### src/rtl/fir_out_fifo.sv
// fir_out_fifo: first-word-fall-through output buffer behind the FIR filter.
// The FIR has no backpressure. Samples that arrive while the buffer is full
// (and nothing is popped in the same cycle) are dropped and flagged in a
// sticky overflow bit. Stored data is never overwritten by a dropped sample.
// All outputs are decoded from registers only.
module fir_out_fifo #(
    parameter int DW    = 14,
    parameter int DEPTH = 8
) (
    input  logic               CLK,
    input  logic               RST,
    input  logic [DW-1:0]      DIN,
    input  logic               VIN,
    output logic [DW-1:0]      DOUT,
    output logic               VOUT,
    input  logic               READY,
    output logic [$clog2(DEPTH):0] COUNT,
    output logic               FULL,
    output logic               EMPTY,
    output logic               OVF,
    input  logic               CLR_OVF
);

    localparam int AW = $clog2(DEPTH);
    localparam logic [AW:0] LP_FULL_CNT = (AW+1)'(DEPTH);

    logic [DW-1:0] r_mem [DEPTH];
    logic [AW-1:0] r_wp;
    logic [AW-1:0] r_rp;
    logic [AW:0]   r_count;
    logic          r_ovf;

    logic w_full;
    logic w_empty;
    logic w_pop;
    logic w_push;
    logic w_drop;

    // Status flags come from the occupancy register, never from the pointers.
    always_comb begin
        w_full  = (r_count == LP_FULL_CNT);
        w_empty = (r_count == '0);
        // READY has no effect while nothing is presented.
        w_pop   = ~w_empty & READY;
        // A full buffer still accepts a sample if the head leaves this cycle.
        w_push  = VIN & (~w_full | w_pop);
        w_drop  = VIN & w_full & ~w_pop;
    end

    // Sample storage; contents survive reset, only the pointers are cleared.
    always_ff @(posedge CLK) begin
        if (!RST && w_push) begin
            r_mem[r_wp] <= DIN;
        end
    end

    // Pointers and occupancy count.
    always_ff @(posedge CLK) begin
        if (RST) begin
            r_wp    <= '0;
            r_rp    <= '0;
            r_count <= '0;
        end else begin
            if (w_push) begin
                r_wp <= r_wp + AW'(1);
            end
            if (w_pop) begin
                r_rp <= r_rp + AW'(1);
            end
            case ({w_push, w_pop})
                2'b10:   r_count <= r_count + (AW+1)'(1);
                2'b01:   r_count <= r_count - (AW+1)'(1);
                default: r_count <= r_count;
            endcase
        end
    end

    // Sticky overflow: a new drop outranks a clear in the same cycle.
    always_ff @(posedge CLK) begin
        if (RST) begin
            r_ovf <= 1'b0;
        end else if (w_drop) begin
            r_ovf <= 1'b1;
        end else if (CLR_OVF) begin
            r_ovf <= 1'b0;
        end
    end

    // Output decode; DOUT reads as zero whenever nothing valid is presented.
    always_comb begin
        VOUT  = ~w_empty;
        DOUT  = w_empty ? '0 : r_mem[r_rp];
        COUNT = r_count;
        FULL  = w_full;
        EMPTY = w_empty;
        OVF   = r_ovf;
    end

endmodule

### config.mk
export PLATFORM = sky130hd
export DESIGN_NAME = fir_out_fifo
export DESIGN_NICKNAME = d
export VERILOG_FILES = /design/src/rtl/fir_out_fifo.sv
export SDC_FILE = /design/constraint.sdc
export NUM_CORES = 1
export LEC_CHECK = 0
export CORE_UTILIZATION = 49
export CTS_CLUSTER_SIZE = 25
export DETAILED_ROUTE_END_ITERATION = 6
export HOLD_SLACK_MARGIN = 0.06
export PLACE_DENSITY = 0.65
export SETUP_SLACK_MARGIN = 0.3
export SYNTH_ARGS = -nofsm -noshare
export SYNTH_HDL_FRONTEND = slang
export SYNTH_SLANG_ARGS = --single-unit
### constraint.sdc
create_clock -name CLK -period 8.7 [get_ports CLK]
set_clock_uncertainty 0.1 [all_clocks]
set_input_delay 1.305 -clock CLK [delete_from_list [all_inputs] [get_ports CLK]]
set_output_delay 1.305 -clock CLK [all_outputs]
set_load 0.05 [all_outputs]
==> impl_metrics.ini, run 1 <==
[status]
status = completed

[clock_network]
cts_setup_buffers = 0
cts.clk_slew.worst_paths_ns = 0.06
clock_latency_ns = 0.51
cts_hold_buffers = 0
cts_tree = built
cts_buffer_depth = 2
cts_root_buf = clkbuf_8
cts_inserted_buffers = 17
htreeDepth = 4
cts-resized-gates = 0
cts.sinks = 126

[timing]
worst_slew_pin_slew_ns = 1.05
min_period_ns = 4.53
fin_crit_sh_pct = 52.1
slew_viol_final = 0
rsz0062_at_grt = false
setup_viol = 0
hold_violations = 0
slew-limit-headroom_pct = 29.6
tns_ns = 0
hold_slack_ns = 0.382
timing.fmax_ghz = 0.221

[worst_setup_path]
max_stage_delay_ns = 1.01
critPathSlowestCell = dfxtp_2
reg2reg_slack_ns = 6.00
cp.required_ns = 7.30
crit_path_end_kind = primary output
critical_path_arrival_ns = 3.12
reg2reg_to = r_mem[7][8]$_DFFE_PP_
r2r_cells = 5
path_buf_inv = 1
crit_family = flip-flops
path_cells = mux4_2 -> mux2i_1 -> nor2_1 -> clkdlybuf4s50_1
cp_max_fo = 28
r2r_start = COUNT[1]$_SDFFE_PP0P_
cp-start-kind = register
crit_type = register to primary output

[floorplan]
die_w_um = 103
core_mm2 = 0.00986
initial_core_util_pct = 51.1
core.rowCount = 36
die_area_mm2 = 0.0107
boundaryPins = 41
die_h_um = 103

[finish]
antenna_cells = 0
nets = 341
instances_no_fill = 465
syn2layout_area_growth_pct = 23.4
drive_gt1_share_pct = 24.1
fin_area_mm2 = 0.00622
num-fill-cells = 696
final_cell_mix = edfxtp_1 (112), clkdlybuf4s50_1 (40), mux4_2 (28)
final_common_cell = edfxtp_1

[place]
gp_congestion = 0.717
placed_area_mm2 = 0.00562
dpl.cell_count = 433
io_buffers = 40
dp_hpwl_um = 5170

[power]
leakagePower_nw = 1.99
total_power_mw = 2.00
power_density_mw_per_mm2 = 321
ir_drop_uv = 141

[synth]
synth.distinct_cells = 38
async_flop_share_pct = 0
synth_area_per_cell_um2 = 18.7
synth_area_leaders = edfxtp_1 (67%), mux4_2 (13%), dfxtp_1 (5.6%), mux2i_1 (3.0%), nor2_1 (2.0%)
synth_top_area_cell = edfxtp_1
ys.warnings.count = 0
synth-edff-count = 112
yosys_most_used_dff = edfxtp_1
synth_top_area_share_pct = 66.7
syn_nets = 291
ys_ff_latch = 126
ys_seq_area_share_pct = 72.2
syn_area_mm2 = 0.00504
synth_cells = 269

[detailed_routing]
drc_errors = 0
drtIter0Drc = 131
dr.pass1.iters = 4
wire_per_inst_um = 19.7
vias = 2540
ant_nets = 0
routed_wl_um = 9160
routed_via_density = 5.46

[worst_hold_path]
min_path_type = register to register
hold_path_end = OVF$_SDFFE_PP0P_
min_from = OVF$_SDFFE_PP0P_
hold_depth = 2

[global_route]
grt_first_pass_wirelength_um = 13800
first_global_vias = 2463
overflow = 0
grt_max_degree = 29
grtUsageTotal_pct = 19.2
grt_antenna_before_repair = 0

[job]
cap_violations = 0
power breakdown:
group | internal, mW | switching, mW
clock network | 0.465 | 0.250
registers | 0.680 | 0.0589
logic | 0.220 | 0.324
registers in the layout, indices dropped and copies added (netlist names), named ones only:
name   flops
r_wp       3
COUNT      4
r_rp       3
OVF        1
r_mem    112
cell families (layout without fill, tap and decap cells):
kind of cell               count (synthesis)  in the layout  share of synthesized area (%)
AOI/OAI and AO/OA                         13             13                           2.41
xor gates and xnor gates                   8              8                           1.39
adders and majority gates                  3              3                          0.744
buffers and inverters                     20             83                           2.13
DFF                                      126            126                           72.2
muxes                                     43             43                           15.5
and+or+nand+nor                           56             56                           5.61
area by class of cell:
type | count | area (um^2) | area share, %
Sequential cell | 126 | 3640 | 58.6
Multi-Input combinational cell | 123 | 1330 | 21.4
Timing Repair Buffer | 48 | 460 | 7.40
Clock buffer | 18 | 418 | 6.71
Clock inverter | 14 | 190 | 3.06
Tap cell | 133 | 166 | 2.67
Inverter | 3 | 11.3 | 0.181
cell usage after synthesis, types with 2 or more instances:
master and n:
buf_4 3, nand2_1 7, nand2b_1 4, buf_2 4, nor2_1 27, buf_1 2, dfxtp_1 14, buf_6 2
xor2_1 3, ha_1 3, edfxtp_1 112, mux4_2 28, nand3_1 2, mux2i_1 15, clkbuf_1 5, nand3b_1 2
nor4_1 3, inv_1 3, a21oi_1 4, xnor2_1 5, nor3_1 4
per-layer routing:
metal  GRT usage [%]  wire, um  vias up
met5               0         0        -
li1                -         -     1175
met4            7.80       100        0
met3            5.78       382       11
met2            29.4      4480       62
met1            25.9      4190     1292
worst min-delay path: stages, from the launching register on:
cell	delay (ns)
dfxtp_1	0.31
nand2b_1	0.06
a21oi_1	0.06
stage by stage:
step                      utilization, %  setup slack (ns)
after floorplan                        -              4.99
after global placement              56.9              4.64
after detailed placement            56.9              4.59
after CTS                           63.1              4.07
after global routing                63.1              3.90
final                               63.1              4.17
how the worst max path moves through the flow:
stage,cells after the start,start,end
2_1_floorplan,4,READY,r_mem[4][0]$_DFFE_PP_
3_5_place_dp,5,READY,r_mem[7][2]$_DFFE_PP_
5_1_grt,4,register,DOUT[10]
6_report,4,register,DOUT[13]
3_3_place_gp,4,register,DOUT[8]
4_1_cts,4,register,DOUT[10]
Power figures use the tool's default switching activity.
==> run 2: changes to the inputs <==
clock period = 4.5 ns   (was 8.7 ns; I/O delays follow)
==> run 2 against run 1 <==
Net effect: first-iteration DRC count increased by 15%; utilization increased by 0.16 points; combinational power increased by 100%; design area increased by 0.26%; power increased by 92%; wire length increased by 2.1%; register-to-register slack got worse by 3.9 ns; clock-buffer cell count increased by 2; non-clock buffer count increased by 5; final cell count increased by 0.86%; critical endpoint unchanged; largest power group unchanged.
==> impl_metrics.ini, run 2 (same netlist as run 1, synthesis figures left out) <==
[status]
status = completed

[worst_setup_path]
critical_path_arrival_ns = 2.93
crit_path_end_kind = primary output
cp-start-kind = register
cp.required_ns = 3.72
critPathSlowestCell = clkdlybuf4s50_1
crit_type = register to primary output
path_cells = buf_4 -> mux4_2 -> mux2i_1 -> nor2_1 -> clkdlybuf4s50_1
cp_max_fo = 24
max_stage_delay_ns = 0.72

[global_route]
grt_antenna_before_repair = 0
grt_first_pass_wirelength_um = 14400
grtUsageTotal_pct = 19.5
first_global_vias = 2608
grt_max_degree = 25
overflow = 0

[finish]
nets = 346
syn2layout_area_growth_pct = 23.7
num-fill-cells = 694
largest_reg_flops = 112
drive_gt1_share_pct = 24.1
final_common_cell = edfxtp_1
top_register = r_mem
antenna_cells = 0
final_cell_mix = edfxtp_1 (112), clkdlybuf4s50_1 (40), mux4_2 (28)

[detailed_routing]
dr.pass1.iters = 4
route.met2.wl_um = 4630
routed_wl_um = 9350
vias = 2578
ant_nets = 0
wl_met1_um = 4210
routed_via_density = 5.50
wire_per_inst_um = 19.9
routed.top_layer = met4
wl_met3_um = 418
drtIter0Drc = 150
drc_errors = 0

[power]
swShare_pct = 31.3
power.switching_mw = 1.20
ir_drop_uv = 317
intPower_mw = 2.64
p_seq_share_pct = 36.0
power_frac_comb_pct = 28.7
power_density_mw_per_mm2 = 615
clkPwrFrac_pct = 35.4
leakagePower_nw = 1.99

[clock_network]
cts_setup_buffers = 0
cts.sinks = 126
clock_latency_ns = 0.51
cts-resized-gates = 0
cts_inserted_buffers = 17
cts_buffer_depth = 2
cts_root_buf = clkbuf_8
htreeDepth = 4
cts_hold_buffers = 0
cts_tree = built
cts.clk_slew.worst_paths_ns = 0.06

[worst_hold_path]
min_path_type = register to register

[place]
dp_hpwl_um = 5370
gp_congestion = 0.744
io_buffers = 40

[floorplan]
core.rowCount = 36
die_w_um = 103
die_area_mm2 = 0.0107
initial_core_util_pct = 51.1
boundaryPins = 41
die_h_um = 103
core_mm2 = 0.00986

[timing]
timing.fmax_ghz = 0.270
hold_violations = 0
hold_slack_ns = 0.379
slew-limit-headroom_pct = 30.9
slew_viol_final = 0
setup_viol = 0
fin_crit_sh_pct = 82.3
tns_ns = 0
worst_slew_pin_slew_ns = 1.03
min_period_ns = 3.70
rsz0062_at_grt = false

[job]
cap_violations = 0
-- run 2: cell count changes in the layout (fill, tap and decap cells not counted), moves of 2 or more --
cell and delta:
buf_4 +5, clkbuf_1 +2, clkinvlp_4 +2, clkinv_2 -3, inv_6 -2
-- run 2: final timing paths --
| kind | slack (ns) | cells past startpoint | from | endpoint |
|---|---|---|---|---|
| min | 0.38 | 2 | r_rp[1]$_SDFFE_PP0N_ | r_rp[1]$_SDFFE_PP0N_ |
| max | 0.80 | 5 | register | DOUT[13] |
| max reg2reg | 2.11 | 8 | COUNT[1]$_SDFFE_PP0P_ | COUNT[2]$_SDFFE_PP0P_ |
| min reg2reg | 0.38 | 2 | r_rp[1]$_SDFFE_PP0N_ | r_rp[1]$_SDFFE_PP0N_ |
-- run 2: through the flow --
stage	setup slack, ns	util (%)	power, mW	std cells	area, um^2
6_report	0.799	63.3	3.84	469	6240
5_1_grt	0.585	63.3	3.98	469	6240
4_1_cts	0.722	63.3	3.87	469	6240
3_5_place_dp	1.25	57.2	2.52	438	5650
3_3_place_gp	1.26	57.2	2.51	438	5650
2_1_floorplan	1.17	-	2.22	269	5040
-- run 2: routing by layer --
layer | up-vias | GRT usage [%]
li1 | 1181 | -
met1 | 1315 | 26.3
met2 | 73 | 30.9
met3 | 9 | 5.31
met4 | 0 | 6.72
met5 | - | 0
-- run 2: cell type report --
type	instances	area, um^2	area share, %
clock buffers	20	425	6.82
inverters	3	11.3	0.180
flip-flops and latches	126	3640	58.4
repair buffers	53	498	7.98
well taps	133	166	2.67
multi-input cells	123	1330	21.3
clock inverters	11	168	2.69
-- run 2: worst max-delay path: cells and delay by family, from the launching register on --
kind	cells	cell delay (ns)
flops	1	0.42
buf+inv	2	1.18
mux	2	0.75
simple gates	1	0.06
-- run 2: power by group through the flow --
stage | clock network (mW) | logic [mW] | registers (mW)
floorplan | 0 | 0.826 | 1.40
global placement | 0 | 1.11 | 1.40
CTS | 1.37 | 1.12 | 1.38
detailed placement | 0 | 1.11 | 1.41
finish | 1.36 | 1.10 | 1.38
global route | 1.42 | 1.17 | 1.39
==> run 3: changes to the inputs <==
clock period = 3.8 ns   (was 4.5 ns; I/O delays follow)
==> run 3 against run 2 <==
Net effect: combinational power is 21% higher; via count up 1.7%; hold slack hardly changed; first-iteration DRC count rose by 1.3%; clock power up 15%; sequential share of layout area is 0.64 points lower; utilization grew 0.75 points; power up 18%; global-route usage is 0.079 points lower.
==> impl_metrics.ini, run 3 (same netlist as run 1, synthesis figures left out) <==
[timing]
worst_slew_pin_slew_ns = 0.596
timing.fmax_ghz = 0.295
slew-limit-headroom_pct = 59.9
fin_crit_sh_pct = 89.1
setup_viol = 0
tns_ns = 0
rsz0062_at_grt = false
hold_violations = 0
slew_viol_final = 0
min_period_ns = 3.39

[global_route]
grt_antenna_before_repair = 0
grt_max_degree = 20
grt_use_met1_pct = 27.4
first_global_vias = 2568
use_met2_pct = 29.4
use_met3_pct = 5.11
grtUsageTotal_pct = 19.4
overflow = 0
busiest_layer = met2
grt_first_pass_wirelength_um = 14300

[finish]
syn2layout_area_growth_pct = 25.2
multi_input_area_mm2 = 0.00133
instances_no_fill = 476
final_cell_mix = edfxtp_1 (112), clkdlybuf4s50_1 (34), mux4_2 (28)
top_register = r_mem
nets = 352
antenna_cells = 0
fin_area_mm2 = 0.00631
largest_reg_flops = 112
regArea_mm2 = 0.00365
num-fill-cells = 685
final_common_cell = edfxtp_1
drive_gt1_share_pct = 26.8

[power]
power.switching_mw = 1.46
leakagePower_nw = 2.10
intPower_mw = 3.08
clkPwrFrac_pct = 34.5
p_seq_share_pct = 36.2
swShare_pct = 32.1
ir_drop_uv = 346
power_frac_comb_pct = 29.3
power_density_mw_per_mm2 = 720

[status]
status = completed

[floorplan]
core_mm2 = 0.00986
initial_core_util_pct = 51.1
boundaryPins = 41
die_area_mm2 = 0.0107
core.rowCount = 36
die_w_um = 103
die_h_um = 103

[place]
gp_congestion = 0.725
dp_hpwl_um = 5620
placed_area_mm2 = 0.00570
io_buffers = 40
dpl.cell_count = 444

[clock_network]
cts.clk_slew.worst_paths_ns = 0.06
cts.sinks = 126
htreeDepth = 4
cts_buffer_depth = 2
cts_root_buf = clkbuf_8
cts_inserted_buffers = 17
clock_latency_ns = 0.51
cts_hold_buffers = 0
cts_tree = built

[detailed_routing]
drtIter0Drc = 152
wire_per_inst_um = 19.9
routed_via_density = 5.51
dr.pass1.iters = 4
ant_nets = 0
routed_wl_um = 9480
vias = 2622
drc_errors = 0

[worst_setup_path]
crit_type = register to primary output
r2r_start = COUNT[1]$_SDFFE_PP0P_
cp.required_ns = 3.13
critical_path_arrival_ns = 2.72
cp_max_fo = 15
cp-start-kind = register
reg2reg_to = COUNT[2]$_SDFFE_PP0P_
crit_path_end_kind = primary output
r2r_cells = 8
startpoint = COUNT[1]$_SDFFE_PP0P_
reg2reg_slack_ns = 1.33

[job]
cap_violations = 0

[worst_hold_path]
min_path_type = register to register
hold_path_end = OVF$_SDFFE_PP0P_
hold_depth = 2
min_from = OVF$_SDFFE_PP0P_
## run 3: cell types whose count changed in the layout (fill, tap and decap cells not counted), sizes merged
| cell | delta |
|---|---|
| dlymetal6s2s | +6 |
| inv | -1 |
| bufinv | -1 |
| buf | +6 |
| clkbuf | -2 |
| clkinv | +1 |
| clkinvlp | +4 |
| clkdlybuf4s50 | -6 |
## run 3: worst max path at each step
stage,end,slack [ns],cells past startpoint
finish,EMPTY,0.41,3
global route,DOUT[3],0.31,5
CTS,DOUT[2],0.37,5
detailed placement,EMPTY,0.67,3
global placement,EMPTY,0.73,3
floorplan,r_mem[4][0]$_DFFE_PP_,0.47,5
## run 3: power groups by stage
stage / Sequential, mW / Clock (mW) / Combinational (mW)
floorplan: 1.65 / 0 / 0.978
global placement: 1.67 / 0 / 1.33
detailed placement: 1.67 / 0 / 1.34
CTS: 1.65 / 1.59 / 1.35
global route: 1.66 / 1.64 / 1.42
finish: 1.65 / 1.57 / 1.33
## run 3: timing repair
| item | in CTS | in global routing |
|---|---|---|
| resized for setup | 2 | 6 |
| setup endpoints to repair | 15 | 6 |
| setup buffers | 0 | 0 |
## run 3: final cells by class
class / count / share of cell area (%)
Multi-Input combinational cell: 123 / 21.0
Clock inverter: 14 / 2.70
Clock buffer: 18 / 6.62
Inverter: 3 / 0.238
Sequential cell: 126 / 57.8
Tap cell: 133 / 2.64
Timing Repair Buffer: 59 / 9.04
## run 3: layer usage
metal	vias up	share of wire (%)	wire length, um
li1	1202	-	-
met1	1352	47	4480
met2	60	48	4540
met3	8	3.8	364
met4	0	0.99	94
met5	-	0	0
## run 3: critical path, cell delays in order, from the launching register on
cell and delay (ns):
dfxtp_1 0.42, or4_4 0.62, clkinvlp_4 0.30, clkdlybuf4s50_1 0.87
## run 3: stage by stage
stage / power (mW) / hold WS (ns) / worst slack, ns / util (%)
detailed placement: 3.01 / 0.368 / 0.668 / 57.8
global placement: 3.00 / 0.360 / 0.726 / 57.8
finish: 4.54 / 0.379 / 0.412 / 64.0
global route: 4.73 / 0.395 / 0.305 / 64.0
floorplan: 2.63 / 0.354 / 0.467 / -
CTS: 4.59 / 0.386 / 0.371 / 63.9
